### config.mk
export PLATFORM = sky130hd
export DESIGN_NAME = ex_issue_stage_flat
export DESIGN_NICKNAME = d
export VERILOG_FILES = /design/src/rtl/pipe_pkg.sv /design/src/rtl/ex_issue_stage_if.sv /design/src/rtl/fwd_mux.sv /design/src/rtl/ex_issue_stage.sv /design/src/flat_wrapper.sv
export SDC_FILE = /design/constraint.sdc
export NUM_CORES = 1
export LEC_CHECK = 0
export BUFFER_PORTS_ARGS = -buffer_cell sky130_fd_sc_hd__clkbuf_2
export CORE_AREA = 5 5 134 136
export CTS_CLUSTER_DIAMETER = 100
export CTS_CLUSTER_SIZE = 28
export DETAILED_ROUTE_END_ITERATION = 10
export DIE_AREA = 0 0 139 141
export PLACE_DENSITY = 0.81
export SLEW_MARGIN = 30
export SYNTH_ARGS = -nofsm -noshare
export SYNTH_HDL_FRONTEND = slang
export SYNTH_SLANG_ARGS = --single-unit
export TNS_END_PERCENT = 10
### constraint.sdc
create_clock -name clk -period 2.3 [get_ports clk]
set_input_delay 0.115 -clock clk [delete_from_list [all_inputs] [get_ports clk]]
set_output_delay 0.115 -clock clk [all_outputs]
set_load 0.02 [all_outputs]
### src/rtl/pipe_pkg.sv
// Shared pipeline definitions: ALU opcodes, default widths and the ID/EX bundle.
package pipe_pkg;

    localparam int DW_DEF = 32;
    localparam int RW_DEF = 5;

    localparam logic [3:0] ALU_NOP  = 4'b0000;
    localparam logic [3:0] ALU_ADD  = 4'b0001;
    localparam logic [3:0] ALU_AND  = 4'b0010;
    localparam logic [3:0] ALU_OR   = 4'b0011;
    localparam logic [3:0] ALU_SUB  = 4'b0100;
    localparam logic [3:0] ALU_SLL  = 4'b0101;
    localparam logic [3:0] ALU_SRL  = 4'b0110;
    localparam logic [3:0] ALU_SRA  = 4'b0111;
    localparam logic [3:0] ALU_LESS = 4'b1000;
    localparam logic [3:0] ALU_NOR  = 4'b1001;
    localparam logic [3:0] ALU_SLLV = 4'b1010;
    localparam logic [3:0] ALU_SRLV = 4'b1011;
    localparam logic [3:0] ALU_SRAV = 4'b1100;

    typedef struct packed {
        logic              valid;
        logic [3:0]        alu_ctrl;
        logic [4:0]        shamt;
        logic [RW_DEF-1:0] rs;
        logic [RW_DEF-1:0] rt;
        logic [DW_DEF-1:0] rs_data;
        logic [DW_DEF-1:0] rt_data;
        logic [DW_DEF-1:0] imm;
        logic              use_imm;
        logic [RW_DEF-1:0] rd;
        logic              reg_write;
        logic              mem_read;
        logic              mem_write;
    } idex_t;

    // All-zero bundle: invalid, NOP opcode, no side effects.
    localparam idex_t IDEX_BUBBLE = '0;

endpackage

### src/rtl/ex_issue_stage_if.sv
// ID -> EX issue bus: decoded instruction, forwarding sources and EX-side results.
interface ex_issue_stage_if #(
    parameter int DW = 32,
    parameter int RW = 5
);
    logic          id_valid;
    logic [3:0]    id_alu_ctrl;
    logic [4:0]    id_shamt;
    logic [RW-1:0] id_rs;
    logic [RW-1:0] id_rt;
    logic [DW-1:0] id_rs_data;
    logic [DW-1:0] id_rt_data;
    logic [DW-1:0] id_imm;
    logic          id_use_imm;
    logic [RW-1:0] id_rd;
    logic          id_reg_write;
    logic          id_mem_read;
    logic          id_mem_write;

    logic          flush;
    logic          exmem_reg_write;
    logic [RW-1:0] exmem_rd;
    logic [DW-1:0] exmem_result;
    logic          memwb_reg_write;
    logic [RW-1:0] memwb_rd;
    logic [DW-1:0] memwb_result;

    logic          stall;
    logic          ex_valid;
    logic [3:0]    ex_alu_ctrl;
    logic [4:0]    ex_shamt;
    logic [DW-1:0] ex_in1;
    logic [DW-1:0] ex_in2;
    logic [DW-1:0] ex_store_data;
    logic [RW-1:0] ex_rd;
    logic          ex_reg_write;
    logic          ex_mem_read;
    logic          ex_mem_write;
    logic [31:0]   stall_count;

    modport master (
        output id_valid, id_alu_ctrl, id_shamt, id_rs, id_rt, id_rs_data, id_rt_data,
               id_imm, id_use_imm, id_rd, id_reg_write, id_mem_read, id_mem_write,
               flush, exmem_reg_write, exmem_rd, exmem_result,
               memwb_reg_write, memwb_rd, memwb_result,
        input  stall, ex_valid, ex_alu_ctrl, ex_shamt, ex_in1, ex_in2, ex_store_data,
               ex_rd, ex_reg_write, ex_mem_read, ex_mem_write, stall_count
    );

    modport slave (
        input  id_valid, id_alu_ctrl, id_shamt, id_rs, id_rt, id_rs_data, id_rt_data,
               id_imm, id_use_imm, id_rd, id_reg_write, id_mem_read, id_mem_write,
               flush, exmem_reg_write, exmem_rd, exmem_result,
               memwb_reg_write, memwb_rd, memwb_result,
        output stall, ex_valid, ex_alu_ctrl, ex_shamt, ex_in1, ex_in2, ex_store_data,
               ex_rd, ex_reg_write, ex_mem_read, ex_mem_write, stall_count
    );
endinterface

### src/rtl/fwd_mux.sv
// One operand's forwarding select: EX/MEM beats MEM/WB beats the register-file value.
module fwd_mux #(
    parameter int DW = 32,
    parameter int RW = 5
) (
    input  logic [RW-1:0] idx,
    input  logic [DW-1:0] reg_data,
    input  logic          exmem_reg_write,
    input  logic [RW-1:0] exmem_rd,
    input  logic [DW-1:0] exmem_result,
    input  logic          memwb_reg_write,
    input  logic [RW-1:0] memwb_rd,
    input  logic [DW-1:0] memwb_result,
    output logic [DW-1:0] data
);
    logic hit_exmem, hit_memwb;

    // $zero is hardwired, so a pending write to r0 must never leak through.
    assign hit_exmem = exmem_reg_write && (exmem_rd != '0) && (exmem_rd == idx);
    assign hit_memwb = memwb_reg_write && (memwb_rd != '0) && (memwb_rd == idx);

    always_comb begin
        data = reg_data;
        if (hit_exmem)      data = exmem_result;
        else if (hit_memwb) data = memwb_result;
    end
endmodule

### src/rtl/ex_issue_stage.sv
// ID/EX pipeline register with load-use stall, flush and forwarded ALU operand select.
module ex_issue_stage
    import pipe_pkg::*;
#(
    parameter int DW = DW_DEF,
    parameter int RW = RW_DEF
) (
    input logic             clk,
    input logic             reset,
    ex_issue_stage_if.slave bus
);
    idex_t         cur, nxt, id_fields;
    logic          stall;
    logic [31:0]   stall_count;
    logic [DW-1:0] fwd_rs, fwd_rt;

    always_comb begin
        id_fields           = IDEX_BUBBLE;
        id_fields.valid     = bus.id_valid;
        id_fields.alu_ctrl  = bus.id_alu_ctrl;
        id_fields.shamt     = bus.id_shamt;
        id_fields.rs        = bus.id_rs;
        id_fields.rt        = bus.id_rt;
        id_fields.rs_data   = bus.id_rs_data;
        id_fields.rt_data   = bus.id_rt_data;
        id_fields.imm       = bus.id_imm;
        id_fields.use_imm   = bus.id_use_imm;
        id_fields.rd        = bus.id_rd;
        id_fields.reg_write = bus.id_reg_write;
        id_fields.mem_read  = bus.id_mem_read;
        id_fields.mem_write = bus.id_mem_write;
    end

    // rt only matters as a source when it feeds the ALU or is the store data.
    assign stall = bus.id_valid && cur.valid && cur.mem_read && (cur.rd != '0) &&
                   ((cur.rd == bus.id_rs) ||
                    ((cur.rd == bus.id_rt) && (!bus.id_use_imm || bus.id_mem_write)));

    always_comb begin
        nxt = id_fields;
        if (bus.flush)  nxt = IDEX_BUBBLE;
        else if (stall) nxt = IDEX_BUBBLE;
    end

    always_ff @(posedge clk or negedge reset) begin
        if (!reset) cur <= IDEX_BUBBLE;
        else        cur <= nxt;
    end

    always_ff @(posedge clk or negedge reset) begin
        if (!reset)
            stall_count <= '0;
        else if (stall && !bus.flush && (stall_count != 32'hFFFF_FFFF))
            stall_count <= stall_count + 32'd1;
    end

    fwd_mux #(.DW(DW), .RW(RW)) u_fwd_rs (
        .idx             (cur.rs),
        .reg_data        (cur.rs_data),
        .exmem_reg_write (bus.exmem_reg_write),
        .exmem_rd        (bus.exmem_rd),
        .exmem_result    (bus.exmem_result),
        .memwb_reg_write (bus.memwb_reg_write),
        .memwb_rd        (bus.memwb_rd),
        .memwb_result    (bus.memwb_result),
        .data            (fwd_rs)
    );

    fwd_mux #(.DW(DW), .RW(RW)) u_fwd_rt (
        .idx             (cur.rt),
        .reg_data        (cur.rt_data),
        .exmem_reg_write (bus.exmem_reg_write),
        .exmem_rd        (bus.exmem_rd),
        .exmem_result    (bus.exmem_result),
        .memwb_reg_write (bus.memwb_reg_write),
        .memwb_rd        (bus.memwb_rd),
        .memwb_result    (bus.memwb_result),
        .data            (fwd_rt)
    );

    assign bus.stall         = stall;
    assign bus.stall_count   = stall_count;
    assign bus.ex_valid      = cur.valid;
    assign bus.ex_alu_ctrl   = cur.alu_ctrl;
    assign bus.ex_shamt      = cur.shamt;
    assign bus.ex_in1        = fwd_rs;
    assign bus.ex_in2        = cur.use_imm ? cur.imm : fwd_rt;
    assign bus.ex_store_data = fwd_rt;
    assign bus.ex_rd         = cur.rd;
    assign bus.ex_reg_write  = cur.reg_write;
    assign bus.ex_mem_read   = cur.mem_read;
    assign bus.ex_mem_write  = cur.mem_write;
endmodule

### src/flat_wrapper.sv
// flat-port wrapper written by rule: the top's interface ports become plain ports
module ex_issue_stage_flat import pipe_pkg::*;
#(
    parameter int DW = DW_DEF,
    parameter int RW = RW_DEF
)
  (clk, reset, bus_id_valid, bus_id_alu_ctrl, bus_id_shamt, bus_id_rs, bus_id_rt, bus_id_rs_data, bus_id_rt_data, bus_id_imm, bus_id_use_imm, bus_id_rd, bus_id_reg_write, bus_id_mem_read, bus_id_mem_write, bus_flush, bus_exmem_reg_write, bus_exmem_rd, bus_exmem_result, bus_memwb_reg_write, bus_memwb_rd, bus_memwb_result, bus_stall, bus_ex_valid, bus_ex_alu_ctrl, bus_ex_shamt, bus_ex_in1, bus_ex_in2, bus_ex_store_data, bus_ex_rd, bus_ex_reg_write, bus_ex_mem_read, bus_ex_mem_write, bus_stall_count);
  ex_issue_stage_if #(.DW(DW), .RW(RW)) bus_i ();
  input logic clk;
  input logic reset;
  input wire logic [$bits(bus_i.id_valid)-1:0] bus_id_valid;
  input wire logic [$bits(bus_i.id_alu_ctrl)-1:0] bus_id_alu_ctrl;
  input wire logic [$bits(bus_i.id_shamt)-1:0] bus_id_shamt;
  input wire logic [$bits(bus_i.id_rs)-1:0] bus_id_rs;
  input wire logic [$bits(bus_i.id_rt)-1:0] bus_id_rt;
  input wire logic [$bits(bus_i.id_rs_data)-1:0] bus_id_rs_data;
  input wire logic [$bits(bus_i.id_rt_data)-1:0] bus_id_rt_data;
  input wire logic [$bits(bus_i.id_imm)-1:0] bus_id_imm;
  input wire logic [$bits(bus_i.id_use_imm)-1:0] bus_id_use_imm;
  input wire logic [$bits(bus_i.id_rd)-1:0] bus_id_rd;
  input wire logic [$bits(bus_i.id_reg_write)-1:0] bus_id_reg_write;
  input wire logic [$bits(bus_i.id_mem_read)-1:0] bus_id_mem_read;
  input wire logic [$bits(bus_i.id_mem_write)-1:0] bus_id_mem_write;
  input wire logic [$bits(bus_i.flush)-1:0] bus_flush;
  input wire logic [$bits(bus_i.exmem_reg_write)-1:0] bus_exmem_reg_write;
  input wire logic [$bits(bus_i.exmem_rd)-1:0] bus_exmem_rd;
  input wire logic [$bits(bus_i.exmem_result)-1:0] bus_exmem_result;
  input wire logic [$bits(bus_i.memwb_reg_write)-1:0] bus_memwb_reg_write;
  input wire logic [$bits(bus_i.memwb_rd)-1:0] bus_memwb_rd;
  input wire logic [$bits(bus_i.memwb_result)-1:0] bus_memwb_result;
  output wire logic [$bits(bus_i.stall)-1:0] bus_stall;
  output wire logic [$bits(bus_i.ex_valid)-1:0] bus_ex_valid;
  output wire logic [$bits(bus_i.ex_alu_ctrl)-1:0] bus_ex_alu_ctrl;
  output wire logic [$bits(bus_i.ex_shamt)-1:0] bus_ex_shamt;
  output wire logic [$bits(bus_i.ex_in1)-1:0] bus_ex_in1;
  output wire logic [$bits(bus_i.ex_in2)-1:0] bus_ex_in2;
  output wire logic [$bits(bus_i.ex_store_data)-1:0] bus_ex_store_data;
  output wire logic [$bits(bus_i.ex_rd)-1:0] bus_ex_rd;
  output wire logic [$bits(bus_i.ex_reg_write)-1:0] bus_ex_reg_write;
  output wire logic [$bits(bus_i.ex_mem_read)-1:0] bus_ex_mem_read;
  output wire logic [$bits(bus_i.ex_mem_write)-1:0] bus_ex_mem_write;
  output wire logic [$bits(bus_i.stall_count)-1:0] bus_stall_count;
  assign bus_i.id_valid = bus_id_valid;
  assign bus_i.id_alu_ctrl = bus_id_alu_ctrl;
  assign bus_i.id_shamt = bus_id_shamt;
  assign bus_i.id_rs = bus_id_rs;
  assign bus_i.id_rt = bus_id_rt;
  assign bus_i.id_rs_data = bus_id_rs_data;
  assign bus_i.id_rt_data = bus_id_rt_data;
  assign bus_i.id_imm = bus_id_imm;
  assign bus_i.id_use_imm = bus_id_use_imm;
  assign bus_i.id_rd = bus_id_rd;
  assign bus_i.id_reg_write = bus_id_reg_write;
  assign bus_i.id_mem_read = bus_id_mem_read;
  assign bus_i.id_mem_write = bus_id_mem_write;
  assign bus_i.flush = bus_flush;
  assign bus_i.exmem_reg_write = bus_exmem_reg_write;
  assign bus_i.exmem_rd = bus_exmem_rd;
  assign bus_i.exmem_result = bus_exmem_result;
  assign bus_i.memwb_reg_write = bus_memwb_reg_write;
  assign bus_i.memwb_rd = bus_memwb_rd;
  assign bus_i.memwb_result = bus_memwb_result;
  assign bus_stall = bus_i.stall;
  assign bus_ex_valid = bus_i.ex_valid;
  assign bus_ex_alu_ctrl = bus_i.ex_alu_ctrl;
  assign bus_ex_shamt = bus_i.ex_shamt;
  assign bus_ex_in1 = bus_i.ex_in1;
  assign bus_ex_in2 = bus_i.ex_in2;
  assign bus_ex_store_data = bus_i.ex_store_data;
  assign bus_ex_rd = bus_i.ex_rd;
  assign bus_ex_reg_write = bus_i.ex_reg_write;
  assign bus_ex_mem_read = bus_i.ex_mem_read;
  assign bus_ex_mem_write = bus_i.ex_mem_write;
  assign bus_stall_count = bus_i.stall_count;
  ex_issue_stage #(.DW(DW), .RW(RW)) u_core (.clk(clk), .reset(reset), .bus(bus_i));
endmodule
==> results of run 1 <==
[area by class of cell]
type	count	area (µm²)	area share
timing repair buffer	518	3700	0.302
inverter	3	11.3	0.000919
sequential	157	3930	0.321
tap	225	282	0.0230
clock inverter	9	163	0.0133
antenna	4	10.0	0.000817
clock buffer	23	458	0.0374
multi-input combinational	543	3690	0.302
[cells in the mapped netlist, drive strengths merged, types with 2 or more instances]
library cell,instances,area share
and3,6,0.0048
nand2,113,0.058
clkbuf,22,0.011
mux2,33,0.048
nand4,17,0.014
or4,4,0.0038
nand3,14,0.0090
buf,33,0.034
nor2,49,0.025
and2,124,0.099
dfrtp,157,0.50
nor3,8,0.0058
mux2i,32,0.041
a31oi,32,0.035
xor2,24,0.027
o21ai,35,0.023
xnor2,37,0.042
inv,3,0.0014
nor4,6,0.0072
or2,2,0.0016
[per-stage QoR]
stage / utilization / cells / instance area (µm²) / hold WS (ns) / setup WS [ns]
2_1_floorplan: - / 758 / 7810 / -0.181 / 0.00899
3_3_place_gp: 0.590 / 1313 / 9930 / -0.0744 / -0.0298
3_5_place_dp: 0.590 / 1313 / 9930 / -0.0737 / -0.0627
4_1_cts: 0.715 / 1477 / 12000 / 0.0367 / -0.285
5_1_grt: 0.728 / 1482 / 12200 / 0.0676 / -0.414
6_report: 0.728 / 1482 / 12200 / 0.0640 / -0.327
[state kept, by name (all words and copies together) (netlist names)]
name,flops
u_core.bus.ex_mem_write,1
u_core.bus.ex_shamt,5
u_core.bus.stall_count,32
u_core.bus.ex_alu_ctrl,4
u_core.bus.ex_mem_read,1
u_core.cur,107
u_core.bus.ex_rd,5
u_core.bus.ex_reg_write,1
u_core.bus.ex_valid,1
[per-layer routing]
metal | share of wire | GRT usage | vias up
met1 | 0.36 | 0.320 | 3797
met2 | 0.52 | 0.509 | 485
met3 | 0.084 | 0.0767 | 103
met4 | 0.039 | 0.124 | 4
li1 | - | - | 3479
met5 | 0.00065 | 0 | -
[kinds of logic (layout without fill, tap and decap cells)]
family | Yosys count | count (layout) | share of synthesized area
compound gates | 72 | 72 | 0.0631
xor+xnor | 61 | 61 | 0.0684
fa+ha+maj | 1 | 1 | 0.00160
buf+inv | 58 | 553 | 0.0470
flops | 157 | 157 | 0.503
mux | 65 | 65 | 0.0886
other cells | 0 | 4 | 0
simple gates | 344 | 344 | 0.228
[repair_timing]
action / CTS / global route
pin swaps: 9 / 9
hold buffers: 127 / 0
hold endpoints to repair: 282 / 0
gates cloned: 1 / 1
endpoints found under the setup margin: 96 / 97
gates resized for setup: 47 / 96
buffers inserted: 4 / 0
[final timing paths]
kind,cells after the start,to,start,slack (ns)
min reg2reg,1,u_core.bus.stall_count[12],u_core.bus.stall_count[12],0.52
max in group asynchronous,3,u_core.cur[42],reset,1.53
max reg2reg,6,u_core.cur[8],u_core.bus.ex_rd[4],0.12
min,2,u_core.bus.stall_count[21],reset,0.06
max,7,bus_ex_in2[27],u_core.cur[108],-0.33
min in group clk,5,u_core.bus.stall_count[16],bus_flush,0.24
[power by group through the flow]
stage	Sequential [mW]	Combinational [mW]	Clock [mW]
finish	2.93	1.36	2.98
global route	2.94	1.45	3.14
CTS	2.92	1.29	3.03
detailed placement	2.98	1.07	0
global placement	2.97	1.06	0
floorplan	2.96	0.556	0
==> flow_metrics.env, run 1 <==
export IMPL_synth_area_um2=7810
export IMPL_worstPathRequired_ns=2.18
export IMPL_design_core_area_um2=16800
export IMPL_fin_ws_ns=-0.327
export IMPL_hp_class="primary input to async pin"
export IMPL_grt_start_max_net_pins=89
export IMPL_io_buffers=350
export IMPL_layout_commonest_cell="clkbuf_2"
export IMPL_grt_pass1_vias=8205
export IMPL_start_kind="flip-flop"
export IMPL_final_cell_mix="clkbuf_2 (278), dfrtp_1 (156), dlygate4sd3_1 (127), and2_1 (124), nand2_1 (102)"
export IMPL_dieWidth_um=139
export IMPL_fin_worst_skew_ns=0.0115
export IMPL_yosys_most_used_dff="dfrtp_1"
export IMPL_die_area_um2=19600
export IMPL_power_density_nw_per_um2=594
export IMPL_final_setup_tns_ns=-13.85
export IMPL_grt_pass1_wl_mm=44.1
export IMPL_total_power_mw=7.27
export IMPL_p_int_mw=5.39
export IMPL_drt_iter0_drc=419
export IMPL_fin_crit_sh=1.14
export IMPL_vias=7868
export IMPL_cts_clk_slew_worst_paths_ns=0.07
export IMPL_async_flop_share=1.00
export IMPL_drt_wl_total_mm=29.4
export IMPL_drc=0
export IMPL_setup_viol=92
export IMPL_clock_sinks=157
export IMPL_clock_latency_ns=0.42
export IMPL_crit_arrival_ns=2.51
export IMPL_rows=48
export IMPL_syn_inst=758
export IMPL_gp_congestion=0.940
export IMPL_syn_num_nets=963
export IMPL_initial_core_util=0.464
export IMPL_seq_power_share=0.403
export IMPL_ant_nets=0
export IMPL_post_synth_num_cell_types=39
export IMPL_path_cells="xor2_1 > or4_4 > buf_12 > nor2_1 > a31oi_2 > mux2_2 > clkbuf_2"
export IMPL_cts_root_buffer="clkbuf_16"
export IMPL_max_clock_freq_mhz=381
export IMPL_crit_fanout=11
export IMPL_antenna_found_initial=6
export IMPL_cts_made_buffers=17
export IMPL_path_buf_inv=2
export IMPL_slew_headroom=0.645
export IMPL_synth_edff_count=0
export IMPL_rsz0062_at_grt="yes"
export IMPL_ys_warnings_count=0
export IMPL_cts_tree="built"
export IMPL_cap_viol_max_count=0
export IMPL_final_hold_viol_count=0
export IMPL_total_leakage_power_nw=5.90
export IMPL_nets=1445
export IMPL_tightest_slew_ns=0.528
export IMPL_grt_overflow=0
export IMPL_crit_type="flip-flop to primary output"
export IMPL_syn_to_final_growth_pct=56.9
export IMPL_syn_mean_instance_area_um2=10.3
export IMPL_critPathSlowestCell="or4_4"
export IMPL_synth_seq_area_share=0.503
export IMPL_io_pins=351
export IMPL_synth_seq_cells=157
export IMPL_maxSlewViolCount=0
export IMPL_fillers=1073
export IMPL_power_switching_mw=1.88
export IMPL_drt_pass1_iter_count=5
export IMPL_p_sw_frac=0.259
export IMPL_combPwrFrac=0.187
export IMPL_wl_per_cell_um=19.8
export IMPL_power_share_clock=0.410
export IMPL_die_h_um=141
export IMPL_drive_above_1_share=0.415
export IMPL_cts_htree_levels=4
export IMPL_dp_hpwl_mm=18.5
export IMPL_grtUsageTotal=0.285
export IMPL_outcome="finished, violations left"
export IMPL_vias_per_cell=5.31
export IMPL_violations="negative setup slack"
export IMPL_cp_slowest_stage_delay_ns=0.62
export IMPL_cts_buffer_depth=2
export IMPL_period_minus_slack_ns=2.63
export IMPL_crit_path_end_kind="primary output"
export IMPL_ir_worst_vdd_uv=488
export IMPL_path_delay_family="simple AND/OR/NAND/NOR gates"
No activity file was read; power rests on OpenSTA's default activity.
==> inputs of run 2 (changes only) <==
--- a/config.mk
+++ b/config.mk
@@ -7,10 +7,11 @@
 export LEC_CHECK = 0
 export BUFFER_PORTS_ARGS = -buffer_cell sky130_fd_sc_hd__clkbuf_2
-export CORE_AREA = 5 5 134 136
+export CORE_AREA = 2 2 135 137
 export CTS_CLUSTER_DIAMETER = 100
 export CTS_CLUSTER_SIZE = 28
 export DETAILED_ROUTE_END_ITERATION = 10
-export DIE_AREA = 0 0 139 141
-export PLACE_DENSITY = 0.81
+export DIE_AREA = 0 0 137 139
+export HOLD_SLACK_MARGIN = 0.12
+export PLACE_DENSITY = 0.77
 export SLEW_MARGIN = 30
 export SYNTH_ARGS = -nofsm -noshare
==> constraint.sdc (replaced) <==
create_clock -name clk -period 2.3 [get_ports clk]
set_input_delay 0.115 -clock clk [delete_from_list [all_inputs] [get_ports clk]]
set_output_delay 0.115 -clock clk [all_outputs]
set_load 0.01 [all_outputs]
==> run 2 against run 1 <==
Compared with the run above: clock-buffer cell count is 3 lower; via count is 4.0% lower; the flow still finishes with violations (negative setup slack); final cell count is 0.54% higher; sequential power hardly changed; largest power group unchanged; critical path depth is 2 higher.
==> flow_metrics.env, run 2 (synthesis gave the netlist of run 1 again) <==
export IMPL_tightest_slew_ns=0.618
export IMPL_clock_latency_ns=0.42
export IMPL_vias=7550
export IMPL_initial_core_util=0.442
export IMPL_crit_path_end_kind="primary output"
export IMPL_crit_arrival_ns=2.51
export IMPL_grt_overflow=0
export IMPL_total_power_mw=7.26
export IMPL_wl_per_cell_um=18.2
export IMPL_clock_sinks=157
export IMPL_top_register="u_core.cur"
export IMPL_rsz0062_at_grt="yes"
export IMPL_largest_register_ffs=107
export IMPL_die_area_um2=19000
export IMPL_cap_viol_max_count=0
export IMPL_ir_worst_vdd_uv=484
export IMPL_final_hold_viol_count=0
export IMPL_drive_above_1_share=0.420
export IMPL_rows=49
export IMPL_worstPathRequired_ns=2.18
export IMPL_nets=1449
export IMPL_worstSetupStartpoint="u_core.cur[106]"
export IMPL_final_setup_tns_ns=-10.00
export IMPL_cts_tree="built"
export IMPL_post_place_ws_ns=-0.117
export IMPL_reg2reg_to="u_core.bus.stall_count[31]"
export IMPL_cts_clk_slew_worst_paths_ns=0.06
export IMPL_layout_commonest_cell="clkbuf_2"
export IMPL_worstHoldStart="bus_flush"
export IMPL_io_buffers=350
export IMPL_total_leakage_power_nw=5.94
export IMPL_cts_root_buffer="clkbuf_16"
export IMPL_worstHoldEndpoint="u_core.bus.stall_count[16]"
export IMPL_grtUsageTotal=0.275
export IMPL_postLayoutCoreUtil=0.690
export IMPL_drt_pass1_iter_count=4
export IMPL_antenna_found_initial=3
export IMPL_hold_depth=5
export IMPL_start_kind="flip-flop"
export IMPL_place_area_um2=9940
export IMPL_grt_start_max_net_pins=67
export IMPL_hp_class="primary input to flip-flop"
export IMPL_design_core_area_um2=17700
export IMPL_grt_pass1_vias=7876
export IMPL_cts_made_buffers=17
export IMPL_crit_type="flip-flop to primary output"
export IMPL_fin_crit_sh=1.14
export IMPL_final_cell_mix="clkbuf_2 (310), dfrtp_1 (156), dlygate4sd3_1 (127), and2_1 (124), nand2_1 (100)"
export IMPL_layout_cells_non_filler=1490
export IMPL_largestRegisters="u_core.cur (107), u_core.bus.stall_count (32)"
export IMPL_fin_worst_skew_ns=0.0134
export IMPL_gp_congestion=0.876
export IMPL_period_minus_slack_ns=2.62
export IMPL_syn_to_final_growth_pct=56.1
export IMPL_fillers=1255
export IMPL_crit_fanout=22
export IMPL_vias_per_cell=5.07
export IMPL_reg2reg_depth=6
export IMPL_die_h_um=139
export IMPL_io_pins=351
export IMPL_regToRegStartpoint="u_core.bus.stall_count[8]"
export IMPL_slew_headroom=0.588
export IMPL_drt_iter0_drc=417
export IMPL_dp_hpwl_mm=18.0
export IMPL_fin_ws_ns=-0.325
export IMPL_violations="negative setup slack"
export IMPL_max_clock_freq_mhz=381
export IMPL_grt_pass1_wl_mm=40.3
export IMPL_dieWidth_um=137
export IMPL_ant_nets=0
export IMPL_design_area_um2=12200
export IMPL_maxSlewViolCount=0
export IMPL_cts_buffer_depth=2
export IMPL_cts_htree_levels=4
export IMPL_holdWs_ns=0.222
export IMPL_outcome="finished, violations left"
export IMPL_power_density_nw_per_um2=596
export IMPL_dp_cells=1321
export IMPL_drt_wl_total_mm=27.1
export IMPL_setup_viol=67
export IMPL_rrSetupSlack_ns=0.14
export IMPL_drc=0
## run 2: changes by cell type in the layout (fill, tap and decap cells not counted), sizes merged
cell / before / now
inv: 3 / 7
buf: 85 / 84
clkinv: 4 / 2
bufinv: 4 / 5
clkbuf: 329 / 331
## run 2: worst max-delay path by stage
stage | endpoint | cells past startpoint
2_1_floorplan | bus_ex_in2[30] | 7
6_report | bus_ex_in2[15] | 9
4_1_cts | bus_ex_in2[31] | 7
5_1_grt | bus_ex_in2[15] | 9
3_3_place_gp | bus_ex_in1[29] | 7
3_5_place_dp | bus_ex_in2[31] | 7
## run 2: repair_timing
action	in CTS	in global routing
gates cloned	1	1
buffers inserted	3	1
setup endpoints to repair	95	97
pin swaps	10	8
hold buffers	127	0
hold endpoints to repair	183	0
gates resized for setup	53	60
## run 2: worst max-delay path, cell delays in order, from the launching register on
cell and delay, ns:
dfrtp_1 0.40, buf_4 0.14, xor2_1 0.14, nor3_2 0.22, and3_4 0.27, buf_12 0.19
nand2_1 0.10, a31oi_1 0.28, mux2_2 0.22, clkbuf_2 0.13
## run 2: cell type report
cell class	instances	area (µm²)	share of cell area
clock buffers	20	457	0.0375
repair buffers	522	3580	0.294
well taps	229	287	0.0235
diodes	4	10.0	0.000821
inverters	3	11.3	0.000924
multi-input cells	543	3700	0.304
flip-flops and latches	157	3930	0.322
clock inverters	12	206	0.0169
## run 2: per-layer routing
layer,wire length (µm),GRT usage
met5,0,0
met1,9910,0.304
met2,14300,0.492
met3,2030,0.0618
met4,917,0.131
## run 2: power by group
part | total [mW] | internal (mW) | switching [mW]
clock network | 3.16 | 2.00 | 1.15
logic | 1.17 | 0.619 | 0.555
registers | 2.93 | 2.87 | 0.0565
total | 7.26 | 5.49 | 1.77
